<file path="src/rtl/sc8_ctrl_pkg.sv">
// Shared control definitions for the SC8 instruction sequencer:
// FSM state encoding, default halt opcode and execute-step counter width.
package sc8_ctrl_pkg;

   typedef enum logic [2:0] {
      ST_IDLE,
      ST_FETCH,
      ST_DECODE,
      ST_EXEC,
      ST_HALT
   } seq_state_e;

   localparam logic [3:0]  HLT_OPCODE_DEFAULT = 4'hF;
   localparam int unsigned TSTATE_W           = 3;

endpackage

</file>
<file path="src/rtl/step_counter.sv">
// Execute-step counter: counts EXEC cycles and flags the last step.
// Clear has priority over enable; the count never passes EXEC_STEPS-1.
module step_counter
   import sc8_ctrl_pkg::*;
#(
   parameter int unsigned EXEC_STEPS = 3
) (
   input  logic                clk,
   input  logic                rst_n,
   input  logic                clr_i,
   input  logic                en_i,
   output logic [TSTATE_W-1:0] cnt_o,
   output logic                last_o
);

   localparam logic [TSTATE_W-1:0] LAST_STEP = TSTATE_W'(EXEC_STEPS - 1);

   logic [TSTATE_W-1:0] cnt_q, cnt_d;

   // Next count: clear wins, otherwise advance while enabled and not at the last step.
   always_comb begin
      cnt_d = cnt_q;
      if (clr_i) begin
         cnt_d = '0;
      end else if (en_i && !last_o) begin
         cnt_d = cnt_q + 1'b1;
      end
   end

   // Count register.
   always_ff @(posedge clk or negedge rst_n) begin
      if (!rst_n) begin
         cnt_q <= '0;
      end else begin
         cnt_q <= cnt_d;
      end
   end

   assign cnt_o  = cnt_q;
   assign last_o = (cnt_q == LAST_STEP);

endmodule

</file>
<file path="src/rtl/instr_sequencer.sv">
// Instruction sequencer: FETCH -> DECODE -> EXEC loop with halt.
// Latches the fetched byte into IR; opcode/operand feed the control decoder,
// op_valid/tstate qualify its outputs. All outputs come from registers.
// Optional macro SEQ_SINGLE_STEP_EN adds a 'step' input gating EXEC progress.
module instr_sequencer
   import sc8_ctrl_pkg::*;
#(
   parameter int unsigned EXEC_STEPS = 3,
   parameter logic [3:0]  HLT_OPCODE = HLT_OPCODE_DEFAULT
) (
   input  logic                clk,
   input  logic                rst_n,
   input  logic                run,
`ifdef SEQ_SINGLE_STEP_EN
   input  logic                step,
`endif
   input  logic [7:0]          mem_data,
   input  logic                mem_ready,
   output logic                fetch_req,
   output logic [3:0]          opcode,
   output logic [3:0]          operand,
   output logic                op_valid,
   output logic [TSTATE_W-1:0] tstate,
   output logic                halted
);

   seq_state_e state_q, state_d;
   logic [7:0] ir_q, ir_d;
   logic       fetch_req_q, op_valid_q, halted_q;
   logic       step_en, step_clr, step_last;

   // EXEC progresses every cycle, or only on step pulses in single-step builds.
`ifdef SEQ_SINGLE_STEP_EN
   assign step_en = (state_q == ST_EXEC) && step;
`else
   assign step_en = (state_q == ST_EXEC);
`endif
   // Counter is held at zero outside EXEC and cleared as EXEC is left.
   assign step_clr = (state_q != ST_EXEC) || (step_en && step_last);

   step_counter #(
      .EXEC_STEPS (EXEC_STEPS)
   ) u_step_counter (
      .clk    (clk),
      .rst_n  (rst_n),
      .clr_i  (step_clr),
      .en_i   (step_en),
      .cnt_o  (tstate),
      .last_o (step_last)
   );

   // Next-state and IR load decisions; run is only looked at in IDLE and the last EXEC step.
   always_comb begin
      state_d = state_q;
      ir_d    = ir_q;
      case (state_q)
         ST_IDLE: begin
            if (run) state_d = ST_FETCH;
         end
         ST_FETCH: begin
            if (mem_ready) begin
               ir_d    = mem_data;
               state_d = ST_DECODE;
            end
         end
         ST_DECODE: begin
            state_d = ST_EXEC;
         end
         ST_EXEC: begin
            if (step_en && step_last) begin
               if (ir_q[7:4] == HLT_OPCODE) state_d = ST_HALT;
               else if (run)                state_d = ST_FETCH;
               else                         state_d = ST_IDLE;
            end
         end
         ST_HALT: begin
            state_d = ST_HALT;
         end
         default: begin
            state_d = ST_IDLE;
         end
      endcase
   end

   // State, IR and registered outputs decoded from the upcoming state.
   always_ff @(posedge clk or negedge rst_n) begin
      if (!rst_n) begin
         state_q     <= ST_IDLE;
         ir_q        <= 8'h00;
         fetch_req_q <= 1'b0;
         op_valid_q  <= 1'b0;
         halted_q    <= 1'b0;
      end else begin
         state_q     <= state_d;
         ir_q        <= ir_d;
         fetch_req_q <= (state_d == ST_FETCH);
         op_valid_q  <= (state_d == ST_DECODE) || (state_d == ST_EXEC);
         halted_q    <= (state_d == ST_HALT);
      end
   end

   assign fetch_req = fetch_req_q;
   assign op_valid  = op_valid_q;
   assign halted    = halted_q;
   assign opcode    = ir_q[7:4];
   assign operand   = ir_q[3:0];

endmodule

</file>
<file path="config.mk">
export PLATFORM = sky130hd
export DESIGN_NAME = instr_sequencer
export DESIGN_NICKNAME = d
export VERILOG_FILES = /design/src/rtl/sc8_ctrl_pkg.sv /design/src/rtl/step_counter.sv /design/src/rtl/instr_sequencer.sv
export SDC_FILE = /design/constraint.sdc
export NUM_CORES = 1
export LEC_CHECK = 0
export CORE_UTILIZATION = 45
export CTS_BUF_LIST = sky130_fd_sc_hd__clkbuf_4
export DETAILED_ROUTE_END_ITERATION = 6
export GPL_TIMING_DRIVEN = 0
export PLACE_DENSITY = 0.81
export RECOVER_POWER = 100
export SLEW_MARGIN = 20
export SYNTH_ARGS = -nofsm -noshare
export SYNTH_HDL_FRONTEND = slang
export SYNTH_SLANG_ARGS = --single-unit
</file>
<file path="constraint.sdc">
create_clock -name clk -period 1.8 [get_ports clk]
set_input_delay 0.36 -clock clk [delete_from_list [all_inputs] [get_ports clk]]
set_output_delay 0.36 -clock clk [all_outputs]
set_load 0.01 [all_outputs]
</file>
---- After elaboration in Yosys (flattened, before gate mapping) ----
Index checks and enable logic that the tools add are counted.
word-level totals
  flip-flop bits (word level) ............. 17
  input port bits ......................... 12
  output and inout bits ................... 14
  logic and storage cells ................. 34
cells by class
  $add $sub $neg .......................... 1
  equality and inequality tests ........... 11
  muxes and demuxes ....................... 8
  reductions and logical operators ........ 8
operators with widths
  operator             count
  $mux 3               6
  $eq 3x2->1 const B   5
  $pmux 3 s5           1
  $eq 3x1->1 const B   2
  $eq 3x3->1 const B   2
  $eq 4x4->1 const B   1
  $add 3x1->3 const B  1
  $logic_not 3->1      1
  $ne 3x2->1 const B   1
  $logic_and 1x1->1    2
  $logic_or 1x1->1     2
  $reduce_and 2->1     1
  $reduce_bool 2->1    1
  $logic_not 1->1      1
  $mux 1               1

---- Depth between registers and ports, before layout ----
  depth in word-level cells ............... 6
  depth in mapped cells ................... 5
  depth with buffers taken out ............ 5

---- Modules after synthesis ----
Synthesis repeated with hierarchy kept, for this count alone.
unflattened totals
  cell total of the unflattened synthesis .. 60
  area, all modules ....................... 809.5 um^2
modules (own cells, without submodules)
  module           instances  cells each  area an instance (um^2)  sequential area each (um^2)
  instr_sequencer  1          42          609.3                    350.3
  step_counter     1          18          200.2                    75.1

---- Worst setup path before layout ----
No wires, ideal clock.
  path type ............................... register to register
  from .................................... register u_step_counter.cnt_q[0] (netlist: u_step_counter.cnt_o[0])
  to ...................................... register fetch_req_q (netlist: fetch_req)
  library setup time ...................... 0.094 ns
  arrival ................................. 1.222 ns
  data required time ...................... 1.706 ns
  setup slack ............................. 0.484 ns
  cell stages (with the launch flop) ...... 6
  path buffers ............................ 0
  clock period less this slack ............ 1.316 ns
  cells stage by stage .................... dfrtp_1 > inv_1 > ha_1 > and4b_4 > o21bai_1 > a211oi_1
between the ends
  cells in the longest elaborated chain, start to end .. 5
ends and longest elaborated chain
  item                      line                   text
  start: declaration        step_counter.sv:18     logic [TSTATE_W-1:0] cnt_q, cnt_d;
  start signal: assignment  step_counter.sv:35     cnt_q <= cnt_d;
  $eq 3x2->1                step_counter.sv:40     assign last_o = (cnt_q == LAST_STEP);
  $logic_and 1x1->1         instr_sequencer.sv:70  if (step_en && step_last) begin
  $mux 3                    instr_sequencer.sv:70
  $pmux 3 s5                instr_sequencer.sv:56  case (state_q)
  $eq 3x1->1                instr_sequencer.sv:96  fetch_req_q <= (state_d == ST_FETCH);
  end signal: assignment    instr_sequencer.sv:96
  end: declaration          instr_sequencer.sv:29  logic fetch_req_q, op_valid_q, halted_q;
No other way between the ends.
A chain may end at the register's enable or synchronous reset.

---- Final worst setup path ----
  from .................................... register u_step_counter.cnt_q[2] (netlist: u_step_counter.cnt_o[2])
  to ...................................... output tstate[2]
RTL lines
  item              line                   text
  end: declaration  instr_sequencer.sv:23  output logic [TSTATE_W-1:0] tstate,
No word-level cell between the ends.

==> reports/qor.txt <==
Share of layout cells above drive strength 1 - 20.00%
Syn avg cell area - 13.07 sq um
R2R depth - 3
Total of max-cap violations - 0
Arrival @ worst endpoint - 1310 ps
Slew headroom - 49.62%
Num CTS Buffers - 3
Initial antenna violation count - 0
Psw - 0.0005015 W
WL final - 1.321 mm
Upper clock frequency limit - 597.2 MHz
Slew Viols, Final - 0
Power, Total - 0.001520 W
Netlist cell types - 23
Root Buffer - clkbuf_4
Period utilisation layout - 93.03%
Clock share of power - 14.1%
Fill count - 136
Fin nets - 100
Routed Antenna Nets - 0
Worst path bufs/invs - 1
Syn Nets - 70
CTS Buffer Depth - 2
Slew @ Worst Pin - 753.2 ps
CP max-delay cell - dlygate4sd3_1
Gr ovfl total - 0
Max stage delay on crit path - 610 ps
DIE WIDTH - 42.33 um
CP Capture Type - primary output
Syn Inst Count - 56
Die area - 0.001792 sq mm
Status - completed
Final Util - 68.11%
IO Pins - 26
1st-iter DRT viols - 5
FF-to-FF setup slack - 210 ps
WS Path Type - reg -> out
Number of synthesized register bits - 17
CTS tree - built
Clk_lat worst skew - 280 ps
RSZ-0062 raised after global routing - no
Area Overhead vs Synth - 40.17%
N_diodes - 0
Final setup viols - 0
Multi-input logic area - 281.5 sq um
Placed cell count - 97
Number of global-route vias before repair - 561
Yosys warning total - 0
Sequential Area - 425.4 sq um
Hold Path Sink - u_step_counter.cnt_o[0]
Reg2reg end - ir_q[5]
Top Family by Delay on Critical Path - buffers and inverters
Die Ht - 42.33 um
Clock Skew - 4.627 ps
First-pass GRT wire length - 2.366 mm
RePlAce Congestion - 0.6818
PD cells - 1481 mW/mm^2
CTS HTree Levels - 1
VDD IR max - 0.7581 mV
Seq pwr share - 41.4%
Post-synthesis sequential area ratio - 58.12%
Clock Pin Slew Worst Setup and Hold Paths - 90 ps
Hold path cells - 1
DR pass1 iterations - 2
Worst path required time - 1440 ps
Largest net degree at the start of global routing - 18
Vias/cell - 5.426
Hold WC Path Type - reg -> reg
Number of port buffers - 25
GRT Resource Usage Total - 17.55%
Setup Buffers After CTS - 0
Cells along the critical path - dlygate4sd3_1
Wire per inst - 13.08 um
Site row count - 14
Quantity of hold-fixing buffers added after cts - 0
Initial core utilization - 48.59%
Min-delay src - u_step_counter.cnt_o[0]
Switching Share - 33.00%
Mapped Area - 732.0 sq um
DRC errors left - 0
Total number of vias - 548
Hold Vio Cnt, Final - 0
Clock Sinks - 17
P_int - 0.001018 W
Fin crit period - 1675 ps
CP Launch Type - flip-flop
Hpwl dp - 1.001 mm
Reg2reg start - state_q[2]
Core area - 0.001506 sq mm
Layout Cells excl Fill - 101
Post-CTS sizing - 0
Comb power frac - 44.5%
Leak - 0.4432 nW
Critical Path Fanout Max - 5
## worst max-delay path by stage
stage                             from         to  slack [ps]  cells past startpoint
3_3_place_gp                 mem_ready    ir_q[5]           6                      4
2_1_floorplan  u_step_counter.cnt_o[0]  fetch_req         480                      5
5_1_grt        u_step_counter.cnt_o[0]  tstate[0]          60                      1
3_5_place_dp                 mem_ready    ir_q[5]         -10                      4
6_report       u_step_counter.cnt_o[2]  tstate[2]         130                      1
4_1_cts        u_step_counter.cnt_o[2]  tstate[2]         180                      1
## sequential cells by signal, indices dropped and copies added (netlist names)
register / cells
fetch_req: 1
u_step_counter.cnt_o: 3
op_valid: 1
ir_q: 8
halted: 1
state_q: 3
## layout by cell type (no fill, tap or decap)
cell,netlist,final
nor2b_1,2,2
ha_1,2,2
and4b_4,1,1
a211oi_1,1,1
nor2_1,4,4
nand3_1,1,1
nand4_1,1,1
clkbuf_4,0,4
a21oi_1,2,2
inv_1,1,1
nor3_2,0,1
clkdlybuf4s50_1,0,10
mux2_2,8,8
mux2i_1,1,1
o32ai_1,2,2
nand2_1,1,1
nand2_2,1,1
dlygate4sd3_1,0,15
nor3_1,2,2
dfrtp_1,17,17
o21ai_0,1,1
o21bai_1,1,1
nand2b_1,2,2
nor3b_1,1,1
a31oi_1,1,1
buf_4,2,2
## cell type report
cell class,instances,area share (%)
multi-input cells,36,27.44
inverters,1,0.3659
well taps,16,1.951
plain buffers,2,1.463
flip-flops and latches,17,41.46
clock buffers,4,2.927
repair buffers,25,24.39
## Yosys cell counts, drive strengths merged
master  number  share of area (%)
nand2        2                1.4
dfrtp       17                 58
nand4        1               0.86
a31oi        1               0.86
nor3         3                3.6
and4b        1                1.9
nor2         4                2.1
mux2i        1                1.4
ha           2                3.4
inv          1               0.51
a211oi       1                1.0
nand3        1               0.68
nand2b       2                1.7
o21bai       1                1.0
nor3b        1                1.0
mux2         8                 12
o32ai        2                2.4
a21oi        2                1.4
o21ai        1               0.68
nor2b        2                1.7
buf          2                2.1
## worst reg2reg max path: cells and delay by family (launching register included)
family | cells | cell delay (ps)
mux | 1 | 400
buf+inv | 1 | 160
simple gates | 1 | 540
flops | 1 | 380
## logic make-up (layout without fill, tap and decap cells)
logic type / Yosys count / after routing / share of synthesized area, %
adders and majority gates: 2 / 2 / 3.418
DFF: 17 / 17 / 58.12
AOI/OAI and AO/OA: 8 / 8 / 7.352
and+or+nand+nor: 17 / 17 / 14.87
buffers and inverters: 3 / 32 / 2.563
muxes: 9 / 9 / 13.68
## power by group through the flow
stage / registers (W) / logic [W] / clock network (W)
after floorplan: 0.000698 / 0.000324 / 0
after global placement: 0.000640 / 0.000723 / 0
after detailed placement: 0.000647 / 0.000740 / 0
after CTS: 0.000641 / 0.000743 / 0.000222
after global routing: 0.000654 / 0.000752 / 0.000235
final: 0.000629 / 0.000677 / 0.000214
## per-layer routing
| metal | wire (um) | vias up | track usage [%] | share of wire [%] |
|---|---|---|---|---|
| li1 | - | 260 | - | - |
| met2 | 668 | 15 | 28.31 | 51 |
| met4 | 0 | 0 | 7.500 | 0 |
| met5 | 0 | - | 0 | 0 |
| met1 | 589 | 273 | 23.34 | 45 |
| met3 | 64 | 0 | 3.017 | 4.8 |
## through the flow
step                      TNS, ps  setup WS [ps]  area (sq um)  hold WS (ps)
after floorplan                 0          484.1         732.0         64.41
after global placement          0          5.917          1002         470.3
after detailed placement   -49.63         -10.19          1002         477.8
after CTS                       0          176.9          1032         491.4
after global routing            0          64.72          1026         519.6
final                           0          125.4          1026         477.0
(Power assumes the default switching activity.)
